--- config.mk ---
export PLATFORM = sky130hd
export DESIGN_NAME = percep_wght_arb
export DESIGN_NICKNAME = d
export VERILOG_FILES = /design/src/rtl/percep_wght_arb.sv
export SDC_FILE = /design/constraint.sdc
export NUM_CORES = 1
export LEC_CHECK = 0
export CAP_MARGIN = 20
export CELL_PAD_IN_SITES_DETAIL_PLACEMENT = 1
export CELL_PAD_IN_SITES_GLOBAL_PLACEMENT = 1
export CORE_MARGIN = 2
export CORE_UTILIZATION = 26
export DETAILED_ROUTE_END_ITERATION = 6
export PLACE_DENSITY_LB_ADDON = 0.1
export SYNTH_ARGS = -nofsm -noshare
export SYNTH_HDL_FRONTEND = slang
export SYNTH_SLANG_ARGS = --single-unit
--- constraint.sdc ---
create_clock -name clk -period 1.8 [get_ports clk]
set_input_delay 0.18 -clock clk [delete_from_list [all_inputs] [get_ports clk]]
set_output_delay 0.18 -clock clk [all_outputs]
set_load 0.1 [all_outputs]
--- src/rtl/percep_wght_arb.sv ---
// Weight-memory arbiter for a perceptron: alternates ties between inference reads and training
// writes, granting each a fixed ATTR-beat burst over a single-port weight memory.
module percep_wght_arb #(
  parameter int ATTR          = 5,
  parameter int MEM_ADDR_WGHT = 3,
  parameter int FP_WIDTH      = 16
) (
  input  logic                     clk,
  input  logic                     rst_n,
  input  logic                     rd_req,
  output logic                     rd_gnt,
  output logic                     rd_vld,
  output logic [MEM_ADDR_WGHT-1:0] rd_idx,
  output logic [FP_WIDTH-1:0]      rd_data,
  output logic                     rd_done,
  input  logic                     wr_req,
  output logic                     wr_gnt,
  output logic [MEM_ADDR_WGHT-1:0] wr_idx,
  input  logic [FP_WIDTH-1:0]      wr_data,
  output logic                     wr_done,
  output logic                     busy,
  output logic                     mem_cs,
  output logic                     mem_we,
  output logic                     mem_oe,
  output logic [MEM_ADDR_WGHT-1:0] mem_addr,
  output logic [FP_WIDTH-1:0]      mem_din,
  input  logic [FP_WIDTH-1:0]      mem_dout
);

  typedef enum logic [1:0] {IDLE, RD_BURST, WR_BURST, DONE} state_t;

  localparam logic [MEM_ADDR_WGHT-1:0] LAST_BEAT = MEM_ADDR_WGHT'(ATTR - 1);

  state_t                   state, state_nxt;
  logic [MEM_ADDR_WGHT-1:0] cnt, cnt_nxt;
  logic                     last_gnt, last_gnt_nxt;  // side of the most recent grant: 0=read, 1=write

  // NOTE: state registers use non-blocking assignments so every flop samples pre-edge values.
  always_ff @(posedge clk or negedge rst_n) begin
    if (!rst_n) begin
      state    <= IDLE;
      cnt      <= '0;
      last_gnt <= 1'b1;
    end else begin
      state    <= state_nxt;
      cnt      <= cnt_nxt;
      last_gnt <= last_gnt_nxt;
    end
  end

  // NOTE: every output of this block is defaulted first so no path can infer a latch.
  always_comb begin
    state_nxt    = state;
    cnt_nxt      = cnt;
    last_gnt_nxt = last_gnt;
    rd_gnt       = 1'b0;
    wr_gnt       = 1'b0;
    rd_done      = 1'b0;
    wr_done      = 1'b0;
    mem_cs       = 1'b0;
    mem_we       = 1'b0;
    mem_oe       = 1'b0;
    mem_addr     = '0;
    mem_din      = '0;
    wr_idx       = '0;
    unique case (state)
      IDLE: begin
        cnt_nxt = '0;
        // Grants are held off while reset is asserted so all outputs read zero.
        if (rst_n) begin
          if (rd_req && (!wr_req || last_gnt)) begin
            rd_gnt       = 1'b1;
            last_gnt_nxt = 1'b0;
            state_nxt    = RD_BURST;
          end else if (wr_req) begin
            wr_gnt       = 1'b1;
            last_gnt_nxt = 1'b1;
            state_nxt    = WR_BURST;
          end
        end
      end
      RD_BURST: begin
        mem_cs   = 1'b1;
        mem_oe   = 1'b1;
        mem_addr = cnt;
        cnt_nxt  = cnt + 1'b1;
        if (cnt == LAST_BEAT) begin
          cnt_nxt   = '0;
          state_nxt = DONE;
        end
      end
      WR_BURST: begin
        mem_cs   = 1'b1;
        mem_we   = 1'b1;
        mem_addr = cnt;
        wr_idx   = cnt;
        mem_din  = wr_data;
        cnt_nxt  = cnt + 1'b1;
        if (cnt == LAST_BEAT) begin
          cnt_nxt   = '0;
          state_nxt = DONE;
        end
      end
      DONE: begin
        rd_done   = !last_gnt;
        wr_done   = last_gnt;
        cnt_nxt   = '0;
        state_nxt = IDLE;
      end
      default: state_nxt = IDLE;
    endcase
  end

  assign busy = (state != IDLE);

  // Read data is registered: valid the cycle after its address was presented.
  always_ff @(posedge clk or negedge rst_n) begin
    if (!rst_n) begin
      rd_vld  <= 1'b0;
      rd_idx  <= '0;
      rd_data <= '0;
    end else begin
      rd_vld <= (state == RD_BURST);
      if (state == RD_BURST) begin
        rd_idx  <= cnt;
        rd_data <= mem_dout;
      end
    end
  end

endmodule

Word level (Yosys, flattened, before mapping)
Cells that the tools add are included.
- input port bits: 36
- output and inout port bits: 50
- register bits after elaboration: 26
- word-level logic and storage cells: 49
- reduce and logical (&&, ||, !) cells: 11
- multiplexer cells: 24
- add/sub/neg operators: 1
- equality and inequality tests: 7
- operator list (cell ; number):
    16-bit 2-to-1 mux ; 1
    1-bit 2-to-1 mux ; 14
    3-bit 2-to-1 mux ; 3
    2-bit 2-to-1 mux ; 4
    2-bit one-hot mux with 3 select lines ; 1
    3-bit one-hot mux with 2 select lines ; 1
    3-bit AND reduction ; 2
    2-bit == test, second input constant ; 2
    2-bit nonzero test ; 2
    2-bit OR reduction ; 2
    3-bit by 1-bit adder with 3-bit output, second input constant ; 1
    3-bit == test, second input constant ; 1
    3-bit != test, second input constant ; 1
    2-bit by 1-bit == test with 1-bit output, second input constant ; 1
    1-bit zero test ; 2
    2-bit zero test ; 1
    2-bit by 1-bit != test with 1-bit output, second input constant ; 1
    2-bit != test, second input constant ; 1
    1-bit logical AND ; 1
    1-bit logical OR ; 1

Logic depth before layout (Yosys ltp)
Gate-level depths: netlist of run 1.
- word-level depth: 6
- gate-level depth with buffers: 5
- gate-level depth less buffers: 5

Least setup slack after synthesis of run 1
No wires, ideal clock.
- path type: reg-to-output
- from: register state[0]
- to: output port mem_din[10]
- stages on the path, launching flop included: 5
- path slack: -0.783 ns
- data arrival time: 2.403 ns
- required time: 1.620 ns
- buffers on the path: 1
- path through: dfrtp_1 inv_1 ha_1 clkbuf_1 and2_1
- longest elaborated chain between the ends: 2
- RTL lines (element ; RTL line ; text):
    from (decl) ; 34 ; state_t state, state_nxt;
    from (signal assigned) ; 45 ; state <= state_nxt;
    2-bit == test ; 66 ; unique case (state)
    16-bit 2-to-1 mux ; 66 ;
    to (decl) ; 26 ; output logic [FP_WIDTH-1:0] mem_din,
No other way between the ends.

Worst setup path after layout of run 1
- from: register state[0]
- to: output port rd_gnt
- longest elaborated chain between the ends: 2
- RTL lines (element ; RTL line ; text):
    2-bit zero test ; 66 ;
    1-bit 2-to-1 mux ; 66 ;
    to (decl) ; 11 ; output logic rd_gnt,
No other way between the ends.

==> results of run 1 <==
-- metrics by stage --
stage / hold slack (ps) / cell area, µm² / setup slack (ps)
5_1_grt: 364 / 2640 / 39.4
4_1_cts: 341 / 2640 / 31.8
6_report: 336 / 2640 / 118
3_3_place_gp: 496 / 2590 / 328
3_5_place_dp: 496 / 2590 / 290
2_1_floorplan: -116 / 1390 / -85.7
-- final timing paths --
kind | to | slack, ps | depth (start not counted)
hold / removal | state[0]$_DFFE_PN0P_ | 340 | 2
setup reg to reg | state[0]$_DFFE_PN0P_ | 360 | 5
hold reg to reg | rd_data[6]$_DFFE_PN0P_ | 510 | 1
min in group clk | rd_data[6]$_DFFE_PN0P_ | 510 | 1
setup / recovery | rd_gnt | 120 | 5
max in group asynchronous | last_gnt$_DFFE_PN1P_ | 1250 | 2
-- flip-flops by register name, indices dropped and copies added (netlist names) --
register / cells
rd_data: 16
cnt: 3
rd_idx: 3
state: 2
last_gnt: 1
rd_vld: 1
-- synthesized netlist by cell type --
cell type and instances:
and2_1 20, o22ai_1 1, mux2_4 10, o22a_1 1, nand3_1 2, dfrtp_1 25, and3_1 1, nand2_1 4
a21oi_2 1, dfstp_2 1, buf_6 2, a21boi_4 1, a22oi_1 1, clkbuf_1 1, nor2_1 3, xnor2_1 1
inv_1 6, mux2_2 9, ha_1 6, a21oi_1 3, nor2b_1 1, o21ai_0 2, and2_2 4
-- cell type report --
class,instances,area [µm²]
sequential,26,652
timing repair buffer,88,1140
clock buffer,4,55.1
multi-input combinational,71,692
inverter,6,22.5
fill,500,2140
tap,67,83.8
-- metal layers --
metal  vias to the layer above  track usage, %
met2                        62            22.3
met5                         -               0
met1                       505            17.2
met3                         2            2.41
li1                        527               -
met4                         0            2.38
-- kinds of logic (layout without fill, tap and decap cells) --
family	after synthesis	count (layout)	synth area share [%]
muxes	19	19	19.1
DFF	26	26	49.6
AOI/OAI and AO/OA	10	10	5.71
and+or+nand+nor	35	35	15.5
xor gates and xnor gates	1	1	0.666
buffers and inverters	9	98	3.71
adders and majority gates	6	6	5.71
-- worst register-to-register path, delay by kind of cell (launching register included) --
family,cells,cell delay [ps]
AOI/OAI and AO/OA,3,490
DFF,1,440
buffers and inverters,1,90
adders and majority gates,1,330
==> results.ini, run 1 <==
[run_status]
status = finished clean

[worst_setup_path]
startpoint = state[0]$_DFFE_PN0P_
cp_max_fo = 6
start_kind = flip-flop
cp.required_ps = 1620
path_cells = inv_2 > ha_4 > nand3_1 > a21oi_4 > buf_12
critical_path_arrival_ps = 1500
r2r_start = state[1]$_DFFE_PN0P_
crit_family = flip-flops
critPathCaptureType = output port
slowest_stage = dfrtp_1
path_buf_inv = 2
critical_path.max_stage_delay_ps = 430
crit_type = flip-flop to output port

[drt]
route.detailed.drc = 0
dr_total_vias = 1096
via_per_inst = 4.18
highest_layer = met4
drt_iter0_drc = 26
wl_per_cell_um = 13.8
wirelength_met1_um = 1560
first_pass_iters = 2
drtAntennaViolNets = 0
finalWirelength_um = 3610
met3WireLength_um = 354
routed-wl-met2_um = 1680

[logic_synthesis]
ys_seq_elements = 26
syn_area_um2 = 1320
ys.warnings.count = 0
synth_largest_area_cell = dfrtp_1
synth_cell_types = 23
syn_avg_cell_area_um2 = 12.4
synthesis.instances = 106
synthesis.nets = 148
yosys-top-cells-area = dfrtp_1, mux2_4, and2_1, mux2_2, ha_1
synth_seq_area_share_pct = 49.6
synth_top_area_share_pct = 47.6

[grt]
grt_overflow = 0
grt_pass1_vias = 1169
grt.total_usage_pct = 13.0
grt_pass1_wl_um = 5660
grt_max_degree = 22
antenna_found_initial = 0

[finish]
syn2layout_area_growth_pct = 101
fin_nets = 238
drive_gt1_share_pct = 56.4
finalNonFillerCells = 262
n_antenna_cell = 0
final_cell_mix = clkdlybuf4s50_1, buf_12, dfrtp_1
mostFrequentLayoutCell = clkdlybuf4s50_1
final_util_pct = 55.2

[sta]
fmax_mhz = 595
period_share_pct = 93.4
slew_headroom_pct = 81.3
period_needed_ps = 1680
hold_viol_final = 0
tightest_slew_ps = 283
finalMaxSlewViolations = 0
finClkSkew_ps = 1.59
setup_violations = 0
rsz0062_at_grt = no
fin_tns_setup_ps = 0

[floorplan]
die_h_um = 75.1
die_w_um = 75.1
start_util_pct = 27.5
io-pin-count = 86
die_area_um2 = 5640
row_count = 25
core_area_um2 = 4790

[clocking]
cts_tree = done
clk_pin_slew_ps = 80
worstSkewPairLatency_ps = 260
numClockSinks = 26
cts_hold_buf = 0
root_buffer = clkbuf_8
clock_path_buffers = 2
postCtsSetupRepairBufs = 0
cts_made_buffers = 3
htreeDepth = 1
cts_resized = 0

[place]
placed_cells = 258
dpl.hpwl_um = 3070
port_buffers = 85
place_congestion = 0.759

[min_path]
hp-class = input pin to asynchronous set/reset pin

[job]
drv_cap = 0

Power of run 1 is left out: the tool's default activity adds up to more than one toggle a clock period on the data nets, which glitch-free logic cannot reach.
==> inputs of run 2 (changes only) <==
SKIP_CTS_REPAIR_TIMING = 1   (was unset)
==> results of run 2 <==
No change in the layout: final DEF, timing and power equal those of run 1.
Power of run 2 is left out for the same reason.
==> inputs of run 3 (changes only) <==
ABC_AREA = 1   (was unset)
CORE_MARGIN = unset   (was 2)
==> run 3 against run 2 <==
Net effect: die area shrank 0.25%; sequential cell count unchanged; non-clock buffer count up 1; cell area is 4.8% higher; synthesized cell count increased by 35%; global-route usage up 1.8 points; via count rose by 16%; clock-buffer cell count fell by 1; setup slack worse by 24 ps; register-to-register slack worse by 20 ps; worst hold slack worse by 160 ps; largest cell class unchanged; critical path depth is the same.
==> results.ini, run 3 <==
[clocking]
numClockSinks = 26  ; unchanged
htreeDepth = 1  ; unchanged
worstSkewPairLatency_ps = 270  ; about the same
clk_pin_slew_ps = 80  ; about the same
clock_path_buffers = 2  ; unchanged
cts_made_buffers = 3  ; unchanged
root_buffer = clkbuf_8
cts_tree = done

[worst_setup_path]
path_cells = inv_1 > ha_4 > nand2_1 > clkinvlp_4 > buf_12
critical_path.max_stage_delay_ps = 440  ; about the same
r2r_start = state[1]$_DFFE_PN0P_
start_kind = flip-flop
startpoint = state[1]$_DFFE_PN0P_
rr_worst_depth = 4  ; -1
slowest_stage = dfrtp_1
crit_type = flip-flop to output port
critPathCaptureType = output port
cp_max_fo = 6  ; unchanged
cp.required_ps = 1620  ; about the same
critical_path_arrival_ps = 1530  ; +30 ps

[finish]
fillerInstances = 558  ; +12%
fin_nets = 275  ; +16%
syn2layout_area_growth_pct = 99.7
final_cell_mix = nand2_1, clkdlybuf4s50_1, buf_12
largest_registers = rd_data x16, cnt x3, rd_idx x3
largest_register_ffs = 16  ; unchanged
n_antenna_cell = 0  ; unchanged
regMostFlops = rd_data
final_area_um2 = 2770  ; +4.8%
mostFrequentLayoutCell = nand2_1
drive_gt1_share_pct = 47.4  ; -9.0 points

[run_status]
status = finished clean

[logic_synthesis]
synth_cell_types = 20  ; -13%
ys_seq_elements = 26  ; unchanged
ys.flop_type = dfrtp_1
synthesis.instances = 143  ; +35%
syn_area_um2 = 1390  ; +5.4%
synth_top_cells_by_count = nand2_1, inv_1, dfrtp_1
synth_seq_area_share_pct = 47.0  ; -2.6 points
synth_largest_area_cell = dfrtp_1
synthesis.nets = 185  ; +25%
synth_top_area_share_pct = 45.1  ; -2.4 points
async_flop_share_pct = 100  ; unchanged
synth_most_common_cell = nand2_1
synth_edf_count = 0  ; unchanged
syn_avg_cell_area_um2 = 9.69  ; -22%
yosys-top-cells-area = dfrtp_1, mux2_4, nand2_1, inv_1, ha_1
ys.warnings.count = 0  ; unchanged

[drt]
first_pass_iters = 3  ; +1
drtAntennaViolNets = 0  ; unchanged
route.detailed.drc = 0  ; unchanged
drt_iter0_drc = 13  ; -50%
dr_total_vias = 1271  ; +16%
finalWirelength_um = 4150  ; +15%
wl_per_cell_um = 13.7  ; -0.34%
via_per_inst = 4.21  ; +0.61%

[sta]
hold_viol_final = 0  ; unchanged
rsz0062_at_grt = no
period_needed_ps = 1710  ; +23.7 ps
finalMaxSlewViolations = 0  ; unchanged
slew_headroom_pct = 78.0  ; -3.3 points
setup_violations = 0  ; unchanged
finClkSkew_ps = 11.4  ; +9.80 ps
fmax_mhz = 586  ; -1.4%
period_share_pct = 94.8  ; +1.3 points
tightest_slew_ps = 329  ; +45.9 ps

[grt]
grt.total_usage_pct = 14.8  ; +1.8 points
antenna_found_initial = 0  ; unchanged
grt_max_degree = 24  ; +9.1%
grt_pass1_vias = 1327  ; +14%
grt_pass1_wl_um = 6230  ; +10%
grt_overflow = 0  ; unchanged

[floorplan]
io-pin-count = 86  ; unchanged
die_w_um = 75.0  ; -0.13%
die_h_um = 75.0  ; -0.13%
row_count = 26  ; +4.0%
start_util_pct = 27.1  ; -0.33 points
core_area_um2 = 5110  ; +6.7%
die_area_um2 = 5630  ; -0.25%

[place]
place_congestion = 0.686  ; -9.6%
place_area_um2 = 2670  ; +3.3%
dpl.hpwl_um = 3340  ; +8.8%
port_buffers = 85  ; unchanged

[job]
drv_cap = 0  ; unchanged

[min_path]
hp-class = input pin to asynchronous set/reset pin

run 3: final timing paths:
kind                                            to  slack, ps
min reg2reg                       cnt[0]$_DFF_PN0_        520
max in group asynchronous   rd_data[9]$_DFFE_PN0P_       1030
min in group clk           rd_data[13]$_DFFE_PN0P_        520
min                        rd_data[12]$_DFFE_PN0P_        170
max                                    mem_addr[2]         90
max reg2reg                 rd_data[4]$_DFFE_PN0P_        340
run 3: critical path: cells and delay by family (launching register included):
kind | cells | cell delay, ps
fa+ha+maj | 1 | 340
buf+inv | 3 | 380
flops | 1 | 440
simple gates | 1 | 100
run 3: routing by layer:
layer	wire [µm]	up-vias	track usage [%]	share of wire (%)
li1	-	596	-	-
met1	1570	610	16.7	38
met4	17	0	4.40	0.41
met3	327	2	2.95	7.9
met2	2230	63	28.0	54
met5	0	-	0	0
run 3: through the flow:
| stage | TNS (ps) | util [%] | hold WS (ps) | setup WS [ps] | instances |
|---|---|---|---|---|---|
| finish | 0 | 54.2 | 175 | 94.5 | 302 |
| detailed placement | 0 | 52.3 | 466 | 159 | 296 |
| floorplan | -8410 | - | -116 | -285 | 143 |
| global placement | 0 | 52.3 | 456 | 222 | 296 |
| global route | 0 | 54.2 | 178 | 8.51 | 302 |
| CTS | -2260 | 53.7 | 172 | -146 | 300 |
run 3: final cells by class:
cell class / instances / area, µm² / area share (%)
clock buffer: 3 / 41.3 / 1.49
clock inverter: 1 / 30.0 / 1.08
inverter: 33 / 208 / 7.50
multi-input combinational: 80 / 607 / 21.9
sequential: 26 / 652 / 23.5
tap: 70 / 87.6 / 3.16
timing repair buffer: 89 / 1140 / 41.3
run 3: cell families after synthesis:
logic type / after synthesis / share of synthesized area, %
AO/OA/AOI/OAI: 3 / 1.08
XOR/XNOR: 1 / 0.632
adder cells (fa/ha/maj): 6 / 5.42
buffers and inverters: 37 / 11.6
flip-flops: 26 / 47.0
multiplexers: 17 / 18.1
AND/OR/NAND/NOR: 53 / 16.2
Power of run 3 is left out for the same reason.
